$ cat src/rtl/systolic_2x2_stream_feeder.sv
// Stream front/back end for the 2x2 systolic matrix-multiply array.
// Packs eight serial elements (A row-major, then B row-major) into the array's
// mi0/mi1 buses. It waits LAT edges for the array's registered result, then
// streams C = A*B back out in row-major order through a ready/valid handshake.
module systolic_2x2_stream_feeder #(
   parameter int SIZE    = 8,
   parameter int DECIMAL = 4,
   parameter int LAT     = 2
) (
   input  logic                clk,
   input  logic                rst,
   input  logic [SIZE-1:0]     in_data_i,
   input  logic                in_valid_i,
   output logic                in_ready_o,
   output logic [4*SIZE-1:0]   mi0_o,
   output logic [4*SIZE-1:0]   mi1_o,
   input  logic [4*SIZE-1:0]   mor_i,
   output logic [SIZE-1:0]     out_data_o,
   output logic                out_valid_o,
   input  logic                out_ready_i,
   output logic                busy_o,
   output logic                frame_done_o
);

   localparam int LW = $clog2(LAT + 1);

   typedef enum logic [1:0] {LOAD, WAIT, DRAIN} state_t;

   // DECIMAL only describes the array's number format; the feeder never does
   // arithmetic, so it is checked for sanity here and otherwise unused.
   if (LAT < 2 || DECIMAL >= SIZE) begin : gBadParams
      $error("systolic_2x2_stream_feeder: needs LAT >= 2 and DECIMAL < SIZE");
   end

   state_t              state_q;
   logic [2:0]          cnt_q;
   logic [LW-1:0]       latCnt_q;
   logic [4*SIZE-1:0]   mi0_q;
   logic [4*SIZE-1:0]   mi1_q;
   logic [4*SIZE-1:0]   res_q;
   logic [SIZE-1:0]     outData_q;
   logic                outValid_q;
   logic                busy_q;
   logic                frameDone_q;

   // Field idx 0..3 maps to X00, X01, X10, X11 (X00 in the top bits).
   function automatic logic [SIZE-1:0] fieldOf(input logic [4*SIZE-1:0] vec,
                                               input logic [1:0] idx);
      logic [SIZE-1:0] f;
      case (idx)
         2'd0:    f = vec[4*SIZE-1 -: SIZE];
         2'd1:    f = vec[3*SIZE-1 -: SIZE];
         2'd2:    f = vec[2*SIZE-1 -: SIZE];
         default: f = vec[SIZE-1 -: SIZE];
      endcase
      return f;
   endfunction

   // Replace one field of a packed matrix and leave the other three untouched.
   function automatic logic [4*SIZE-1:0] putField(input logic [4*SIZE-1:0] vec,
                                                  input logic [1:0] idx,
                                                  input logic [SIZE-1:0] data);
      logic [4*SIZE-1:0] v;
      v = vec;
      case (idx)
         2'd0:    v[4*SIZE-1 -: SIZE] = data;
         2'd1:    v[3*SIZE-1 -: SIZE] = data;
         2'd2:    v[2*SIZE-1 -: SIZE] = data;
         default: v[SIZE-1 -: SIZE]   = data;
      endcase
      return v;
   endfunction

   // Frame sequencer: load eight elements, wait out the array latency, drain four results.
   always_ff @(posedge clk or negedge rst) begin
      if (!rst) begin
         state_q     <= LOAD;
         cnt_q       <= 3'd0;
         latCnt_q    <= '0;
         mi0_q       <= '0;
         mi1_q       <= '0;
         res_q       <= '0;
         outData_q   <= '0;
         outValid_q  <= 1'b0;
         busy_q      <= 1'b0;
         frameDone_q <= 1'b0;
      end else begin
         frameDone_q <= 1'b0;
         case (state_q)
            LOAD: begin
               if (in_valid_i) begin
                  if (!cnt_q[2]) begin
                     mi0_q <= putField(mi0_q, cnt_q[1:0], in_data_i);
                  end else begin
                     mi1_q <= putField(mi1_q, cnt_q[1:0], in_data_i);
                  end
                  if (cnt_q == 3'd7) begin
                     state_q  <= WAIT;
                     cnt_q    <= 3'd0;
                     latCnt_q <= '0;
                     busy_q   <= 1'b1;
                  end else begin
                     cnt_q <= cnt_q + 3'd1;
                  end
               end
            end
            WAIT: begin
               if (latCnt_q == LW'(LAT - 1)) begin
                  res_q      <= mor_i;
                  outData_q  <= fieldOf(mor_i, 2'd0);
                  outValid_q <= 1'b1;
                  cnt_q      <= 3'd0;
                  state_q    <= DRAIN;
               end else begin
                  latCnt_q <= latCnt_q + LW'(1);
               end
            end
            DRAIN: begin
               if (out_ready_i) begin
                  if (cnt_q[1:0] == 2'd3) begin
                     state_q     <= LOAD;
                     cnt_q       <= 3'd0;
                     outValid_q  <= 1'b0;
                     busy_q      <= 1'b0;
                     frameDone_q <= 1'b1;
                  end else begin
                     cnt_q     <= cnt_q + 3'd1;
                     outData_q <= fieldOf(res_q, cnt_q[1:0] + 2'd1);
                  end
               end
            end
            default: state_q <= LOAD;
         endcase
      end
   end

   // Ready follows the state but is forced low while reset is held.
   assign in_ready_o   = rst & (state_q == LOAD);
   assign mi0_o        = mi0_q;
   assign mi1_o        = mi1_q;
   assign out_data_o   = outData_q;
   assign out_valid_o  = outValid_q;
   assign busy_o       = busy_q;
   assign frame_done_o = frameDone_q;

endmodule

$ cat config.mk
export PLATFORM = sky130hd
export DESIGN_NAME = systolic_2x2_stream_feeder
export DESIGN_NICKNAME = d
export VERILOG_FILES = /design/src/rtl/systolic_2x2_stream_feeder.sv
export SDC_FILE = /design/constraint.sdc
export NUM_CORES = 1
export LEC_CHECK = 0
export ABC_AREA = 0
export BUFFER_PORTS_ARGS = -buffer_cell sky130_fd_sc_hd__buf_2
export CAP_MARGIN = 25
export CORE_ASPECT_RATIO = 1.1
export CORE_UTILIZATION = 45
export DETAILED_ROUTE_END_ITERATION = 10
export PLACE_DENSITY = 0.69
export SLEW_MARGIN = 5
export SYNTH_ARGS = -nofsm -noshare
export SYNTH_HDL_FRONTEND = slang
export SYNTH_SLANG_ARGS = --single-unit
$ cat constraint.sdc
create_clock -name clk -period 2.2 [get_ports clk]
set_clock_uncertainty 0.15 [all_clocks]
set_input_delay 0.33 -clock clk [delete_from_list [all_inputs] [get_ports clk]]
set_output_delay 0.33 -clock clk [all_outputs]
set_load 0.01 [all_outputs]
# After elaboration in Yosys (flattened, before gate mapping)
# Index checks and enable logic that the tools add are counted.
# Widths: inputs -> output; s select.
# totals
wordCells,92
inputBits,44
ff_bits,114
out_inout_bits,76
# op_classes
eq_ne,16
n_bitwise,3
mux,31
n_reduce_logical,23
addsub,3
# ops
operator,count
$reduce_and 4->1,12
$mux 8,3
$pmux 8 s3,1
$mux 2,8
$pmux 8 s2,1
$mux 3,5
$ne 2x2->1 const B,7
$reduce_and 5->1,2
$pmux 3 s3,1
$eq 2x1->1 const B,4
$eq 2x2->1 const B,4
$mux 1,8
$logic_not 2->1,3
$pmux 2 s3,1
$reduce_bool 2->1,3
$add 2x1->2 const B,2
$pmux 1 s2,2
$pmux 2 s2,1
$add 3x1->3 const B,1
$eq 3x3->1 const B,1
$reduce_bool 3->1,1
$reduce_or 3->1,1
$not 1->1,2
$reduce_and 2->1,1
$and 1x1->1,1

# Logic depth before layout (Yosys ltp)
# logic_depth
word_depth,6
depth_mapped,7
mapped_depth_nobuf,6

# Worst setup path before layout
# No wires, ideal clock.
# synth_path
kind,register -> register
startpoint,reg state_q[1]
endpoint,reg cnt_q[2]
setup_ps,125
arrival_time_ps,1600
t_required_ps,1925
path_stages_with_launch,7
path_slack_ps,325
period_less_slack_ps,1875
path_buffers,1
cell_sequence,dfrtp_1 inv_1 ha_1 buf_6 nor2b_4 a2111oi_4 mux2_4
# synth_between
elab_chain_cells,3
elab_cells_between_ends,9
classes_between,5 x eq/ne; 1 x mux; 3 x reduce/logical
# synth_rtl
item,line_no,text
"start, declared",35,state_t state_q;
"start signal, assigned",77,state_q <= LOAD;
"start signal, assigned",98,state_q <= WAIT;
"start signal, assigned",113,state_q <= DRAIN;
$eq 2x1->1 (tied with other cells),89,case (state_q)
$ne 2x2->1 (no source line) / $reduce_bool 3->1 (equally long branches),n/a,
$reduce_and 4->1 (no source line),n/a,
"end signal, assigned",103,cnt_q <= cnt_q + 3'd1;
"end signal, assigned",127,cnt_q <= cnt_q + 3'd1;
"end, declared",36,logic [2:0] cnt_q;
# Several ways; a longest one is shown, not always the timed one.
# A chain may end at the register's enable or synchronous reset.

# Worst setup path after layout
# layout_path
startpoint,reg state_q[1]
endpoint,out in_ready_o
# layout_between
elab_chain_cells,2
# layout_rtl
item,line_no,text
$logic_not 2->1,138,assign in_ready_o = rst & (state_q == LOAD);
$and 1x1->1,138,
"end, declared",14,"output logic in_ready_o,"
# Every way passes these cells.

==> impl_table.tex <==
\begin{tabular}{lr}
\hline
Metric & Value \\
\hline
\multicolumn{2}{l}{\textbf{Run status}} \\
\quad Outcome & finished, final reports clean \\
\multicolumn{2}{l}{\textbf{GRT}} \\
\quad Total global-route track usage & 0.2235 \\
\quad Antenna violations before repair & 0 \\
\quad First-pass GRT wire length & 18660 um \\
\quad Leftover overflow at the end of global routing & 0 \\
\quad Pin count of the biggest net entering global routing & 115 \\
\quad Vias in the first global route & 3610 \\
\multicolumn{2}{l}{\textbf{Setup path}} \\
\quad Termination of the worst setup path & in\_ready\_o \\
\quad Logic depth of the worst setup path including buffers & 4 \\
\quad Worst Path Class, Setup & reg -> out \\
\quad Worst Path Arrival & 1.54 ns \\
\quad Depth of the worst register-to-register path & 5 \\
\quad Reg2reg end & mi0\_o[2] \\
\quad CP peak stage delay & 0.41 ns \\
\quad CP startpoint kind & register \\
\quad Worst path required time & 1.72 ns \\
\quad Critical path buffer and inverter count & 2 \\
\quad Worst-path cell chain & inv\_1 -> ha\_2 -> and2\_1 -> buf\_2 \\
\quad Crit path max-delay cell type & sky130\_fd\_sc\_hd\_\_dfrtp\_1 \\
\quad Worst setup slack for register-to-register paths & 0.21 ns \\
\quad Launching instance or port of the critical path & state\_q[1] \\
\quad Maximum fanout count along the critical path & 11 \\
\quad Reg2reg start & state\_q[1] \\
\quad CP Capture Type & output pin \\
\quad Family with the most delay on the worst path & flip-flops \\
\multicolumn{2}{l}{\textbf{Power}} \\
\quad Leakage Power & 3.217 nW \\
\quad Final Power & 10.42 mW \\
\quad Portion of total power attributed to the clock network & 0.302 \\
\quad Proportion of power drawn by flip-flops and latches & 0.351 \\
\quad Net switching power & 3.261 mW \\
\quad Portion of total power attributed to combinational logic & 0.347 \\
\quad Sw Ratio & 0.3130 \\
\quad Pint & 7.158 mW \\
\quad IR drop worst, VDD & 791.9 uV \\
\quad Pwr/cell area & 1570 mW/mm\^{}2 \\
\multicolumn{2}{l}{\textbf{Yosys}} \\
\quad Number of enable flip-flop cells after synthesis & 0 \\
\quad Yosys warns & 0 \\
\quad Top area cells in the synthesized netlist & sky130\_fd\_sc\_hd\_\_dfrtp\_1, sky130\_fd\_sc\_hd\_\_mux2\_2, sky130\_fd\_sc\_hd\_\_ha\_1, sky130\_fd\_sc\_hd\_\_a211oi\_1, sky130\_fd\_sc\_hd\_\_a22o\_1 \\
\quad Post-synthesis cell type count & 36 \\
\quad Portion of the post-synthesis area used by sequential elements & 0.5759 \\
\quad Library cell occupying the most area in the post-synthesis netlist & sky130\_fd\_sc\_hd\_\_dfrtp\_1 \\
\quad Leading cell type by number of instances after synthesis & sky130\_fd\_sc\_hd\_\_dfrtp\_1 \\
\quad Top cells by count, synth & sky130\_fd\_sc\_hd\_\_dfrtp\_1, sky130\_fd\_sc\_hd\_\_mux2\_2, sky130\_fd\_sc\_hd\_\_ha\_1 \\
\quad Proportion of register bits with asynchronous set or reset after synthesis & 1.000 \\
\quad Synth Net Count & 402 \\
\quad Area share of the largest cell type after synthesis & 0.5759 \\
\quad Number of flip-flops and latches in the synthesized netlist & 114 \\
\quad Average footprint of a synthesized cell & 14.32 sq um \\
\quad Synthesized cell area & 0.004954 sq mm \\
\quad Post-synthesis instance total & 346 \\
\quad Top\_reg\_cell synth & sky130\_fd\_sc\_hd\_\_dfrtp\_1 \\
\multicolumn{2}{l}{\textbf{Final layout}} \\
\quad Non-filler cells in the finished layout & 653 \\
\quad Number of nets in the layout & 553 \\
\quad Cell area after layout & 0.006636 sq mm \\
\quad Fraction of final layout cells with drive strength greater than 1 & 0.5216 \\
\quad Final antenna diode count & 0 \\
\quad Growth of design area from synthesis to finish & 33.97\% \\
\quad Util after Layout & 0.6296 \\
\multicolumn{2}{l}{\textbf{Place}} \\
\quad Post-placement setup slack & 0.1041 ns \\
\quad Final HPWL DP & 7727 um \\
\quad Count of buffers from port buffering & 119 \\
\quad Cell area reported after detailed placement & 0.005725 sq mm \\
\quad Number of placed instances with taps included & 599 \\
\quad Final estimated routing congestion in global placement & 0.7416 \\
\multicolumn{2}{l}{\textbf{Clock tree}} \\
\quad Max clock buf depth & 2 \\
\quad Total clock sinks & 114 \\
\quad TritonCTS clock tree & done \\
\quad Clock root buffer master & sky130\_fd\_sc\_hd\_\_clkbuf\_16 \\
\quad Clock Latency Late Sink & 0.42 ns \\
\quad Num CTS Buffers & 17 \\
\quad Clock transition at the registers of the reported paths & 0.05 ns \\
\quad Post-CTS setup-driven buffer insertion count & 0 \\
\quad Clock H-tree levels & 4 \\
\multicolumn{2}{l}{\textbf{Floorplan}} \\
\quad Die Ht & 112.0 um \\
\quad DIE AREA & 0.01143 sq mm \\
\quad Die boundary width & 102.0 um \\
\quad Top Ports & 120 \\
\quad Placeable core region & 0.01054 sq mm \\
\quad \# rows & 39 \\
\quad Starting density of the core & 0.4700 \\
\multicolumn{2}{l}{\textbf{Worst hold path}} \\
\quad Number of cells on the worst hold path & 2 \\
\quad Min-Delay Path Class & in -> reg \\
\multicolumn{2}{l}{\textbf{STA}} \\
\quad Fmax & 0.4940 GHz \\
\quad Final number of hold-violating endpoints & 0 \\
\quad Ratio of final minimum period to clock period & 0.9201 \\
\quad Count of final max-slew check failures & 0 \\
\quad Finish-stage setup viols & 0 \\
\quad Worst Hold Margin & 0.01354 ns \\
\quad Measured slew at the worst slew-check pin & 0.6387 ns \\
\quad Min Clock Period, post-route & 2.024 ns \\
\quad Worst setup slack after layout & 0.1757 ns \\
\quad Tightest slew margin relative to the limit & 0.5742 \\
\quad Setup repair after global routing missed its margin & no \\
\quad Total negative setup slack & 0 ns \\
\multicolumn{2}{l}{\textbf{Route}} \\
\quad Number of nets with antenna violations after routing & 0 \\
\quad Final wirelength & 11550 um \\
\quad Routed length per placed instance & 17.68 um \\
\quad Via-per-instance ratio & 5.175 \\
\quad Number of search-and-repair iterations in the first detailed-routing pass & 4 \\
\quad Post-detailed-route DRC marker count & 0 \\
\quad Number of DRC markers in iteration 0 & 135 \\
\quad Total vias in the final route & 3379 \\
\multicolumn{2}{l}{\textbf{Flow run}} \\
\quad Max-cap violations & 0 \\
\hline
\end{tabular}
[area by class of cell]
class	count	area, sq um
Clock inverter	13	231.5
Sequential cell	114	2853
Multi-Input combinational cell	206	1987
Inverter	10	37.54
Clock buffer	19	452.9
Timing Repair Buffer	148	895.9
Fill cell	830	3904
Tap cell	143	178.9
[kinds of logic after synthesis]
group,Yosys count,synth area share
AOI/OAI and AO/OA,58,0.09624
DFF,114,0.5759
and+or+nand+nor,35,0.04370
adders and majority gates,12,0.03031
muxes,101,0.2296
buffers and inverters,26,0.02425
[how the worst min path moves through the flow]
stage               from      endpoint  slack, ns
3_3_place_gp         rst  frame_done_o       0.33
2_1_floorplan        rst        busy_o      -0.12
4_1_cts        mor_i[16]     res_q[16]      0.001
6_report        mor_i[6]      res_q[6]       0.01
3_5_place_dp         rst      res_q[0]       0.33
5_1_grt        mor_i[16]     res_q[16]      0.007
[what timing repair did]
action	CTS	global route
endpoints found under the setup margin	0	11
hold endpoints to repair	135	0
hold buffers	22	0
gates resized for setup	0	2
[routing by layer]
| metal | GRT usage | vias up | part of all wire |
|---|---|---|---|
| li1 | - | 1559 | - |
| met4 | 0.1048 | 0 | 0.020 |
| met1 | 0.2584 | 1688 | 0.41 |
| met3 | 0.08157 | 19 | 0.070 |
| met5 | 0 | - | 0 |
| met2 | 0.3660 | 113 | 0.50 |
[layout by cell type, fill, tap and decap left out, drive strengths merged]
cell type	Yosys	layout
a2111oi	1	1
a211oi	10	10
a21boi	3	3
a21o	8	8
a21oi	2	2
a22o	8	8
a2bb2oi	8	8
and2	2	2
and3	2	2
and3b	2	2
buf	12	126
bufinv	0	6
clkbuf	4	19
clkinv	0	5
clkinvlp	0	2
dfrtp	114	114
dlygate4sd3	0	22
ha	12	12
inv	10	10
mux2	98	98
mux2i	3	3
nand2	11	11
nand2b	2	2
nand3	4	4
nand4	1	1
nor2b	11	11
o21ai	5	5
o221ai	8	8
o311ai	1	1
o31ai	2	2
o32a	1	1
o32ai	1	1
[power by group through the flow]
stage | combinational (mW) | clock, mW | sequential [mW]
6_report | 3.62 | 3.15 | 3.65
5_1_grt | 3.93 | 3.30 | 3.77
4_1_cts | 3.64 | 3.21 | 3.65
3_5_place_dp | 3.58 | 0 | 3.65
3_3_place_gp | 3.48 | 0 | 3.61
2_1_floorplan | 2.08 | 0 | 3.86
[state kept, by name, indices dropped and copies added, names as in the netlist]
name / cells
frame_done_o: 1
latCnt_q: 2
cnt_q: 3
mi0_o: 32
state_q: 2
busy_o: 1
out_valid_o: 1
out_data_o: 8
res_q: 32
mi1_o: 32
Power figures use the tool's default switching activity.
